### src/rtl/bb_pkg.sv
// bb_pkg: shared types for the baseball game engine.
//   action_e : play codes carried on the 3-bit action input
//   result_e : final result encoding reported with out_valid
//   state_e  : engine FSM states
//   base_count() : number of occupied bases
package bb_pkg;

    typedef enum logic [2:0] {
        WALK   = 3'd0,
        H1     = 3'd1,
        H2     = 3'd2,
        H3     = 3'd3,
        HR     = 3'd4,
        BUNT   = 3'd5,
        GROUND = 3'd6,
        FLY    = 3'd7
    } action_e;

    typedef enum logic [1:0] {
        RES_A    = 2'd0,
        RES_B    = 2'd1,
        RES_DRAW = 2'd2
    } result_e;

    typedef enum logic {
        S_PLAY   = 1'b0,
        S_REPORT = 1'b1
    } state_e;

    function automatic logic [2:0] base_count(input logic [2:0] b);
        return {2'b00, b[0]} + {2'b00, b[1]} + {2'b00, b[2]};
    endfunction

endpackage

### src/rtl/bb_play_resolve.sv
// bb_play_resolve: combinational resolution of one play.
// Ports:
//   action     in  3  play code (bb_pkg::action_e)
//   bases      in  3  occupancy before the play (bit0 = 1st)
//   outs       in  2  outs before the play
//   next_bases out 3  occupancy after the play (before any half-inning clear)
//   runs       out 3  runs scored by the play, 0..4
//   outs_add   out 2  outs recorded by the play, 0..2
// Parameter OUTS_PER_HALF selects the two-out running rules.
module bb_play_resolve
    import bb_pkg::*;
#(
    parameter int OUTS_PER_HALF = 3
) (
    input  logic [2:0] action,
    input  logic [2:0] bases,
    input  logic [1:0] outs,
    output logic [2:0] next_bases,
    output logic [2:0] runs,
    output logic [1:0] outs_add
);

    // With the final out pending, runners go on contact.
    logic last_out;
    assign last_out = (int'(outs) == OUTS_PER_HALF - 1);

    always_comb begin
        next_bases = bases;
        runs       = 3'd0;
        outs_add   = 2'd0;
        case (action_e'(action))
            WALK: begin
                // Only runners forced by the chain behind them move.
                next_bases = {bases[2] | (bases[1] & bases[0]), bases[1] | bases[0], 1'b1};
                runs       = {2'b00, &bases};
            end
            H1: begin
                if (last_out) begin
                    next_bases = {bases[0], 2'b01};
                    runs       = base_count(bases & 3'b110);
                end else begin
                    next_bases = {bases[1:0], 1'b1};
                    runs       = {2'b00, bases[2]};
                end
            end
            H2: begin
                if (last_out) begin
                    next_bases = 3'b010;
                    runs       = base_count(bases);
                end else begin
                    next_bases = {bases[0], 2'b10};
                    runs       = base_count(bases & 3'b110);
                end
            end
            H3: begin
                next_bases = 3'b100;
                runs       = base_count(bases);
            end
            HR: begin
                next_bases = 3'b000;
                runs       = base_count(bases) + 3'd1;
            end
            BUNT: begin
                next_bases = {bases[1:0], 1'b0};
                runs       = {2'b00, bases[2]};
                outs_add   = 2'd1;
            end
            GROUND: begin
                // Runner on 1st is doubled off; lead runners still move up.
                next_bases = {bases[1], 2'b00};
                runs       = {2'b00, bases[2]};
                outs_add   = 2'd1 + {1'b0, bases[0]};
            end
            FLY: begin
                next_bases = {1'b0, bases[1:0]};
                runs       = {2'b00, bases[2]};
                outs_add   = 2'd1;
            end
            default: ;
        endcase
    end

endmodule

### src/rtl/bb_game_engine.sv
// bb_game_engine: baseball game engine, one play per accepted action.
// Tracks inning/half/outs/bases/scores, applies end-of-game rules and
// reports the final score for one cycle before rearming.
// Ports:
//   clk, rst_n (async, active-low)
//   in_valid/in_ready/action : action handshake (in_ready low in REPORT)
//   out_valid                : one-cycle final-result strobe
//   score_A/score_B/result   : final scores and result, zero unless out_valid
//   cur_inning/cur_half/outs/bases : live game status
// Optional: define BB_MERCY_EN to end games on a MERCY_RUNS lead at the end
// of any half from inning MERCY_INNING on.
module bb_game_engine
    import bb_pkg::*;
#(
    parameter int INNINGS       = 3,
    parameter int OUTS_PER_HALF = 3,
    parameter int SCORE_W       = 8,
    parameter int MERCY_RUNS    = 10,
    parameter int MERCY_INNING  = 2
) (
    input  logic               clk,
    input  logic               rst_n,
    input  logic               in_valid,
    output logic               in_ready,
    input  logic [2:0]         action,
    output logic               out_valid,
    output logic [SCORE_W-1:0] score_A,
    output logic [SCORE_W-1:0] score_B,
    output logic [1:0]         result,
    output logic [3:0]         cur_inning,
    output logic               cur_half,
    output logic [1:0]         outs,
    output logic [2:0]         bases
);

    if (INNINGS < 1 || INNINGS > 15 || OUTS_PER_HALF < 1 || OUTS_PER_HALF > 3 ||
        SCORE_W < 1 || MERCY_RUNS < 1 || MERCY_INNING < 1) begin : g_bad_cfg
        $error("bb_game_engine: parameter out of range");
    end

    state_e             state_q, state_d;
    logic [3:0]         inning_q;
    logic               half_q;
    logic [1:0]         outs_q;
    logic [2:0]         bases_q;
    logic [SCORE_W-1:0] score_a_q, score_b_q, score_a_d, score_b_d;
    logic [2:0]         play_bases, play_runs, runs_eff, outs_total;
    logic [1:0]         play_outs;
    logic               accept, half_end, final_inning;
    logic               walk_off, top_final, bot_final, mercy, game_end;
    result_e            cmp_res;

    function automatic logic [SCORE_W-1:0] sat_add(input logic [SCORE_W-1:0] s,
                                                   input logic [2:0] r);
        logic [SCORE_W+2:0] sum;
        sum = {3'b000, s} + {{SCORE_W{1'b0}}, r};
        return (|sum[SCORE_W+2:SCORE_W]) ? {SCORE_W{1'b1}} : sum[SCORE_W-1:0];
    endfunction

    bb_play_resolve #(.OUTS_PER_HALF(OUTS_PER_HALF)) u_resolve (
        .action     (action),
        .bases      (bases_q),
        .outs       (outs_q),
        .next_bases (play_bases),
        .runs       (play_runs),
        .outs_add   (play_outs)
    );

    assign accept     = in_valid & in_ready;
    assign outs_total = {1'b0, outs_q} + {1'b0, play_outs};
    assign half_end   = int'(outs_total) >= OUTS_PER_HALF;
    // A play that ends the half scores nothing.
    assign runs_eff   = half_end ? 3'd0 : play_runs;
    assign score_a_d  = half_q ? score_a_q : sat_add(score_a_q, runs_eff);
    assign score_b_d  = half_q ? sat_add(score_b_q, runs_eff) : score_b_q;

    // Every end rule has the same effect (report, result by comparison), so
    // their priority only matters for naming; they are simply OR-ed.
    assign final_inning = int'(inning_q) == INNINGS;
    assign walk_off     = half_q & final_inning & (score_b_d > score_a_d);
    assign top_final    = half_end & ~half_q & final_inning & (score_b_d > score_a_d);
    assign bot_final    = half_end & half_q & final_inning;
`ifdef BB_MERCY_EN
    logic [SCORE_W-1:0] lead;
    assign lead  = (score_a_d >= score_b_d) ? score_a_d - score_b_d : score_b_d - score_a_d;
    assign mercy = half_end & (int'(inning_q) >= MERCY_INNING) & (int'(lead) >= MERCY_RUNS);
`else
    assign mercy = 1'b0;
`endif
    assign game_end = walk_off | mercy | top_final | bot_final;

    always_ff @(posedge clk or negedge rst_n) begin
        if (!rst_n) state_q <= S_PLAY;
        else        state_q <= state_d;
    end

    always_comb begin
        state_d = state_q;
        case (state_q)
            S_PLAY:   if (accept && game_end) state_d = S_REPORT;
            S_REPORT: state_d = S_PLAY;
            default:  state_d = S_PLAY;
        endcase
    end

    always_ff @(posedge clk or negedge rst_n) begin
        if (!rst_n) begin
            inning_q  <= 4'd1;
            half_q    <= 1'b0;
            outs_q    <= 2'd0;
            bases_q   <= 3'd0;
            score_a_q <= '0;
            score_b_q <= '0;
        end else if (state_q == S_REPORT) begin
            inning_q  <= 4'd1;
            half_q    <= 1'b0;
            outs_q    <= 2'd0;
            bases_q   <= 3'd0;
            score_a_q <= '0;
            score_b_q <= '0;
        end else if (accept) begin
            score_a_q <= score_a_d;
            score_b_q <= score_b_d;
            if (half_end) begin
                outs_q  <= 2'd0;
                bases_q <= 3'd0;
                // On the game-ending out the inning/half freeze for the report.
                if (!game_end) begin
                    half_q <= ~half_q;
                    if (half_q) inning_q <= inning_q + 4'd1;
                end
            end else begin
                outs_q  <= outs_total[1:0];
                bases_q <= play_bases;
            end
        end
    end

    assign cmp_res    = (score_a_q > score_b_q) ? RES_A :
                        (score_b_q > score_a_q) ? RES_B : RES_DRAW;
    assign in_ready   = (state_q == S_PLAY);
    assign out_valid  = (state_q == S_REPORT);
    assign score_A    = out_valid ? score_a_q : '0;
    assign score_B    = out_valid ? score_b_q : '0;
    assign result     = out_valid ? cmp_res : RES_A;
    assign cur_inning = inning_q;
    assign cur_half   = half_q;
    assign outs       = outs_q;
    assign bases      = bases_q;

endmodule

### config.mk
export PLATFORM = sky130hd
export DESIGN_NAME = bb_game_engine
export DESIGN_NICKNAME = d
export VERILOG_FILES = /design/src/rtl/bb_pkg.sv /design/src/rtl/bb_play_resolve.sv /design/src/rtl/bb_game_engine.sv
export SDC_FILE = /design/constraint.sdc
export NUM_CORES = 1
export LEC_CHECK = 0
export BUFFER_PORTS_ARGS = -buffer_cell sky130_fd_sc_hd__buf_2
export CAP_MARGIN = 20
export CORE_MARGIN = 4
export CORE_UTILIZATION = 55
export DETAILED_ROUTE_END_ITERATION = 7
export GPL_ROUTABILITY_DRIVEN = 0
export PLACE_DENSITY = 0.78
export SYNTH_ARGS = -nofsm -noshare
export SYNTH_HDL_FRONTEND = slang
export SYNTH_SLANG_ARGS = --single-unit
### constraint.sdc
create_clock -name clk -period 11.7 [get_ports clk]
set_clock_uncertainty 0.05 [all_clocks]
set_input_delay 1.755 -clock clk [delete_from_list [all_inputs] [get_ports clk]]
set_output_delay 1.755 -clock clk [all_outputs]
set_load 0.01 [all_outputs]
=== Word level (Yosys, flattened, before mapping) ===
Cells that the tools add are included.

* Add/sub/neg operators: 9
* Multiply operators: 0
* Div/mod/pow operators: 0
* Order comparisons: 4
* Eq/ne operators: 11
* Shift operators: 0
* Mux-type cells: 38
* Bitwise logic cells: 15
* Reduce and logical (&&, ||, !) cells: 13

{| class="wikitable"
|+ Operators by type and width
! cell !! number
|-
| $mux W8 || 10
|-
| $gt A8 B8 Y1 || 3
|-
| $mux W3 || 8
|-
| $pmux W3 S8 || 1
|-
| $mux W4 || 5
|-
| $add A8 B3 Y9 || 2
|-
| $pmux W3 S6 || 1
|-
| $eq A3 B3 Y1 const B || 4
|-
| $mux W2 || 6
|-
| $and A1 B1 Y1 || 9
|-
| $reduce_or A3 Y1 || 3
|-
| $eq A3 B2 Y1 const B || 2
|-
| $reduce_and A3 Y1 || 2
|-
| $reduce_bool A2 Y1 || 3
|-
| $mux W1 || 5
|-
| $add A1 B1 Y2 || 2
|-
| $add A4 B1 Y4 const B || 1
|-
| $eq A4 B3 Y1 const B || 1
|-
| $or A1 B1 Y1 || 4
|-
| $pmux W2 S2 || 1
|-
| $reduce_and A4 Y1 || 1
|-
| $add A2 B2 Y3 || 1
|-
| $add A3 B1 Y3 || 1
|-
| $add A3 B1 Y3 const B || 1
|-
| other kinds (12) || 13
|}

* Bits in registers: 27
* Latch bits: 0
* RAM bits: 0
* Bits in read-only memories: 0
* Output and inout bits: 30
* Logic and storage cells: 98
* Memories kept: 0

=== Depth between registers and ports, before layout ===
* Word-level depth: 18
* Mapped depth: 23
* Depth with buffers taken out: 22

=== Modules after synthesis ===
Synthesis repeated with hierarchy kept, for this count alone.

* Cell total of the unflattened synthesis: 340
* Area, all modules: 2765.2 µm²

{| class="wikitable"
|+ Modules (own cells, without submodules)
! module !! times used !! cells an instance !! area each (µm²) !! seq. area each (µm²)
|-
| bb_game_engine || 1 || 292 || 2414.8 || 676.9
|-
| bb_play_resolve || 1 || 48 || 350.3 || 0.0
|}

=== Worst setup path after synthesis ===
No wires, ideal clock.

* Path kind: in2reg
* Start: input action[1]
* End: register half_q (netlist: cur_half)
* Arrival: 6323 ps
* Data required time: 11556 ps
* Path slack: 5233 ps
* Cell stages on the path: 22
* Path through: clkbuf_1 inv_1 nor4b_1 fa_1 a21oi_1 and2_1 buf_6 nor2b_1 ha_1 a31o_2 a31o_2 nor2b_1 clkbuf_1 nand2_1 mux2i_1 ha_1 a21o_1 a21o_1 a21oi_1 o21ai_0 a311o_1 a211oi_1

* Cells in the longest elaborated chain, start to end: 16
* Elaborated cells on any way between the ends: 35
* Classes of those cells: 3 x add/sub; 2 x order compare; 8 x eq/ne; 7 x mux; 8 x bitwise; 7 x reduce/logical

{| class="wikitable"
|+ Ends and longest elaborated chain
! element !! RTL line !! text
|-
| start, declared || bb_game_engine.sv:25 || <nowiki>input logic [2:0] action,</nowiki>
|-
| $eq A3 B3 Y1 || bb_play_resolve.sv:31 || <nowiki>case (action_e'(action))</nowiki>
|-
| $reduce_or A2 Y1 (no source line) || n/a ||
|-
| $pmux W2 S2 || bb_play_resolve.sv:31 ||
|-
| $add A2 B2 Y3 || bb_game_engine.sv:70 || <nowiki>assign outs_total = {1'b0, outs_q} + {1'b0, play_outs};</nowiki>
|-
| $ge A3 B2 Y1 || bb_game_engine.sv:71 || <nowiki>assign half_end = int'(outs_total) >= OUTS_PER_HALF;</nowiki>
|-
| $mux W3 || bb_game_engine.sv:73 || <nowiki>assign runs_eff = half_end ? 3'd0 : play_runs;</nowiki>
|-
| $add A8 B3 Y9 || bb_game_engine.sv:56 || <nowiki>sum = {3'b000, s} + {{SCORE_W{1'b0}}, r};</nowiki>
|-
| $reduce_or A3 Y1 || bb_game_engine.sv:57 || <nowiki>return (|sum[SCORE_W+2:SCORE_W]) ? {SCORE_W{1'b1}} : sum[SCORE_W-1:0];</nowiki>
|-
| $mux W8 || bb_game_engine.sv:57 ||
|-
| $mux W8, on equally long branches || bb_game_engine.sv:75, bb_game_engine.sv:74 ||
|-
| $gt A8 B8 Y1 || bb_game_engine.sv:80, bb_game_engine.sv:81 ||
|-
| $and A1 B1 Y1, on equally long branches || bb_game_engine.sv:80, bb_game_engine.sv:81 ||
|-
| $or A1 B1 Y1 (2 in a row) || bb_game_engine.sv:90 || <nowiki>assign game_end = walk_off | mercy | top_final | bot_final;</nowiki>
|-
| $ne A2 B2 Y1 (no source line) || n/a ||
|-
| $reduce_and A3 Y1 (no source line) (*) || n/a ||
|-
| end signal, assigned || bb_game_engine.sv:129 || <nowiki>half_q <= ~half_q;</nowiki>
|-
| end, declared || bb_game_engine.sv:43 || <nowiki>logic half_q;</nowiki>
|}

Mark *: on every way between the ends. The rest lies on a longest branch, timed or not.
A chain may end at the register's enable or synchronous reset.

=== Worst setup path in the final report ===
Ends and elaborated chain as after synthesis.

==> metrics <==
Hold Vio Cnt, Final=0; most frequent cells in the layout=45 x nor2_1, 35 x buf_2, 33 x a21oi_1; RSZ-0062 raised after global routing=no; detailed-router iteration count before antenna repair=5; Critical Path RT=~12000 ps; drc violations=0; Net count, final=403; clock tree from TritonCTS=built; Starting Density=0.571; Fin Setup TNS=0 ps; vias in the first global route=roughly 2500; leakage power=between 0.001 and 0.0015 uW; grt ovf=0; Synth Area in Compound Gates=0.238; hold_buf cts=0; largest net degree at the start of global routing=33; max_slew headroom=0.522; Total Routing Usage GR=0.237; crit path max-delay cell type=fa_1; Vias=roughly 2700; critical path arrival=approximately 7000 ps; HP Class=flop to flop; pre-CTS setup slack=about 4800 ps; die extent in y=78.2 um; Ant. Diodes=0; Max clock buf depth=2; Post-synth ARST share=1.00; EDFF count, synth=0; fmax=150 MHz; max_cap viols=0; DP HPWL=5050 um; Placed Instance Area=2920 sq um; cts repair resizes=0; Synth Flop Type=dfrtp_1; Synth Area in Simple Gates=0.237; Sink Count=27; most common cell after layout, fill and taps aside=nor2_1; initial antenna violation count=0; Cells after Synth=between 300 and 400; Post-Syn Area per Cell=8.00 sq um; Crit Path Max Fanout=15; Rows=25; syn_nets=377; Critical Path Most Common Cell=a21oi_1; Ys Warns=0; Slew @ Worst Pin=712 ps; final worst path period need=~6700 ps; clk_lat worst skew=280 ps; first-pass GRT wire length=11900 um; period utilization=0.570; Clock Tree Root=clkbuf_8; Total Wirelength=6800 um; clock slew at reported path FFs=about 90 ps; post-CTS setup buffer count=0; PnR Total Power=between 600 and 700 uW; fin. max-slew vios=0; average routed wire per standard cell=~16 um; P per Cell Area=~210 nW/um^2; Startpoint Class=input port; post-route antenna net violation count=0; post-synthesis mux area share=0.0494; Final Cell Area=roughly 3000 sq um; Cell Area, Synth=2710 sq um; post-synthesis adder-cell area fraction=0.156; Synth cell types=58; # H-tree levels=1; main combinational cell family by area after synthesis=compound AO/OA/AOI/OAI gates; area grow syn2layout=9.18%; fraction of the yosys area taken by sequential cells=0.250; Peak supply drop=approximately 0.089 mV; Crit Path Class=input port to flop; slowest cell delay on critical path=approximately 530 ps; layout cells sized above 1=0.146; DRT iter0 DRCs=roughly 160; Port Buf Inserts=35; die width=approximately 78 um; CTS buffer count=3; synthesized flop and latch total=27; io pins=36; Final setup viols=0; Die ar.=6120 sq um; Worst Setup End Kind=flop; Hold WS=532 ps; status=complete, no violations; fin worst setup slack=5030 ps; drt via density=6.15; xor and xnor fraction of the mapped netlist area=0.0161; CORE AREA=approximately 4800 sq um; crit-path cells=buf_2 > inv_1 > nor4b_1 > fa_1 > a21oi_1 > and2_1 > nor2b_1 > ha_1 > and3_1 > a221oi_4 > nor2_1 > nor2_1 > a21oi_1 > ha_1 > nor2b_1 > o21ai_0 > nand2b_1 > a21oi_1 > o21ai_0 > a311o_1 > a211oi_1
where the power goes:
part / switching (uW) / leakage, uW / internal [uW]
Clock: 30.8 / 0.0000255 / 23.9
Sequential: 61.1 / 0.000349 / 126
Combinational: 221 / 0.00107 / 171
final timing paths:
path                            cells after the start  slack (ps)     startpoint            end
worst max-delay path                               21        5030      action[1]       cur_half
min in group asynchronous                           1        1430          rst_n   score_b_q[0]
worst max register to register                     20        6280       bases[0]       cur_half
max in group asynchronous                           1        9750          rst_n       cur_half
worst min-delay path                                2         530  cur_inning[3]  cur_inning[3]
worst min register to register                      2         530  cur_inning[3]  cur_inning[3]
synth_stat cells, types with 3 or more instances:
cell type / number / area [sq um]
nand4_1: 6 / 37.5
inv_1: 20 / 75.1
clkbuf_1: 13 / 48.8
xnor2_1: 3 / 26.3
nand2_1: 32 / 120
mux2i_1: 10 / 100
dfrtp_1: 26 / 651
a21o_1: 7 / 52.6
nand2b_1: 3 / 18.8
nor2_1: 45 / 169
a211oi_1: 5 / 37.5
a311oi_1: 3 / 26.3
a21oi_1: 33 / 165
and3_1: 4 / 25.0
a31oi_1: 4 / 25.0
nor2b_1: 7 / 43.8
ha_1: 29 / 363
a41o_1: 3 / 30.0
mux2_2: 3 / 33.8
fa_1: 3 / 60.1
o2111ai_1: 3 / 26.3
a31o_2: 3 / 26.3
nand3_1: 12 / 60.1
nor3_1: 8 / 40.0
o21ai_0: 9 / 45.0
and2_1: 5 / 31.3
kinds of logic after synthesis:
logic type / Yosys count
mux: 13
simple gates: 133
compound gates: 92
flops: 27
xor+xnor: 5
buf+inv: 37
fa+ha+maj: 32
worst max-delay path, delay by kind of cell:
kind / cells / cell delay [ps]
buf+inv: 2 / 370
fa+ha+maj: 3 / 1180
simple gates: 8 / 1760
compound gates: 8 / 1720
per-layer routing:
layer	up-vias	global-route usage	share of wire
li1	1284	-	-
met1	1258	0.334	0.46
met2	96	0.388	0.46
met3	13	0.0195	0.058
met4	0	0.0752	0.020
met5	-	0	0
sequential cells by signal, indices dropped and copies added (netlist names):
name and cells:
bases 3, cur_half 1, cur_inning 4, out_valid 1, outs 2, score_a_q 8, score_b_q 8
per-stage QoR:
step	std cells	utilization
after floorplan	339	-
after global placement	427	0.613
after detailed placement	427	0.613
after CTS	431	0.623
after global routing	431	0.623
final	431	0.623
cell type report:
cell class / count / area, sq um
multi-input combinational: 275 / 1890
fill: 457 / 1790
sequential: 27 / 677
timing repair buffer: 36 / 183
tap: 67 / 83.8
inverter: 22 / 82.6
clock buffer: 3 / 41.3
clock inverter: 1 / 5.00
No activity file was read; power rests on OpenSTA's default activity.
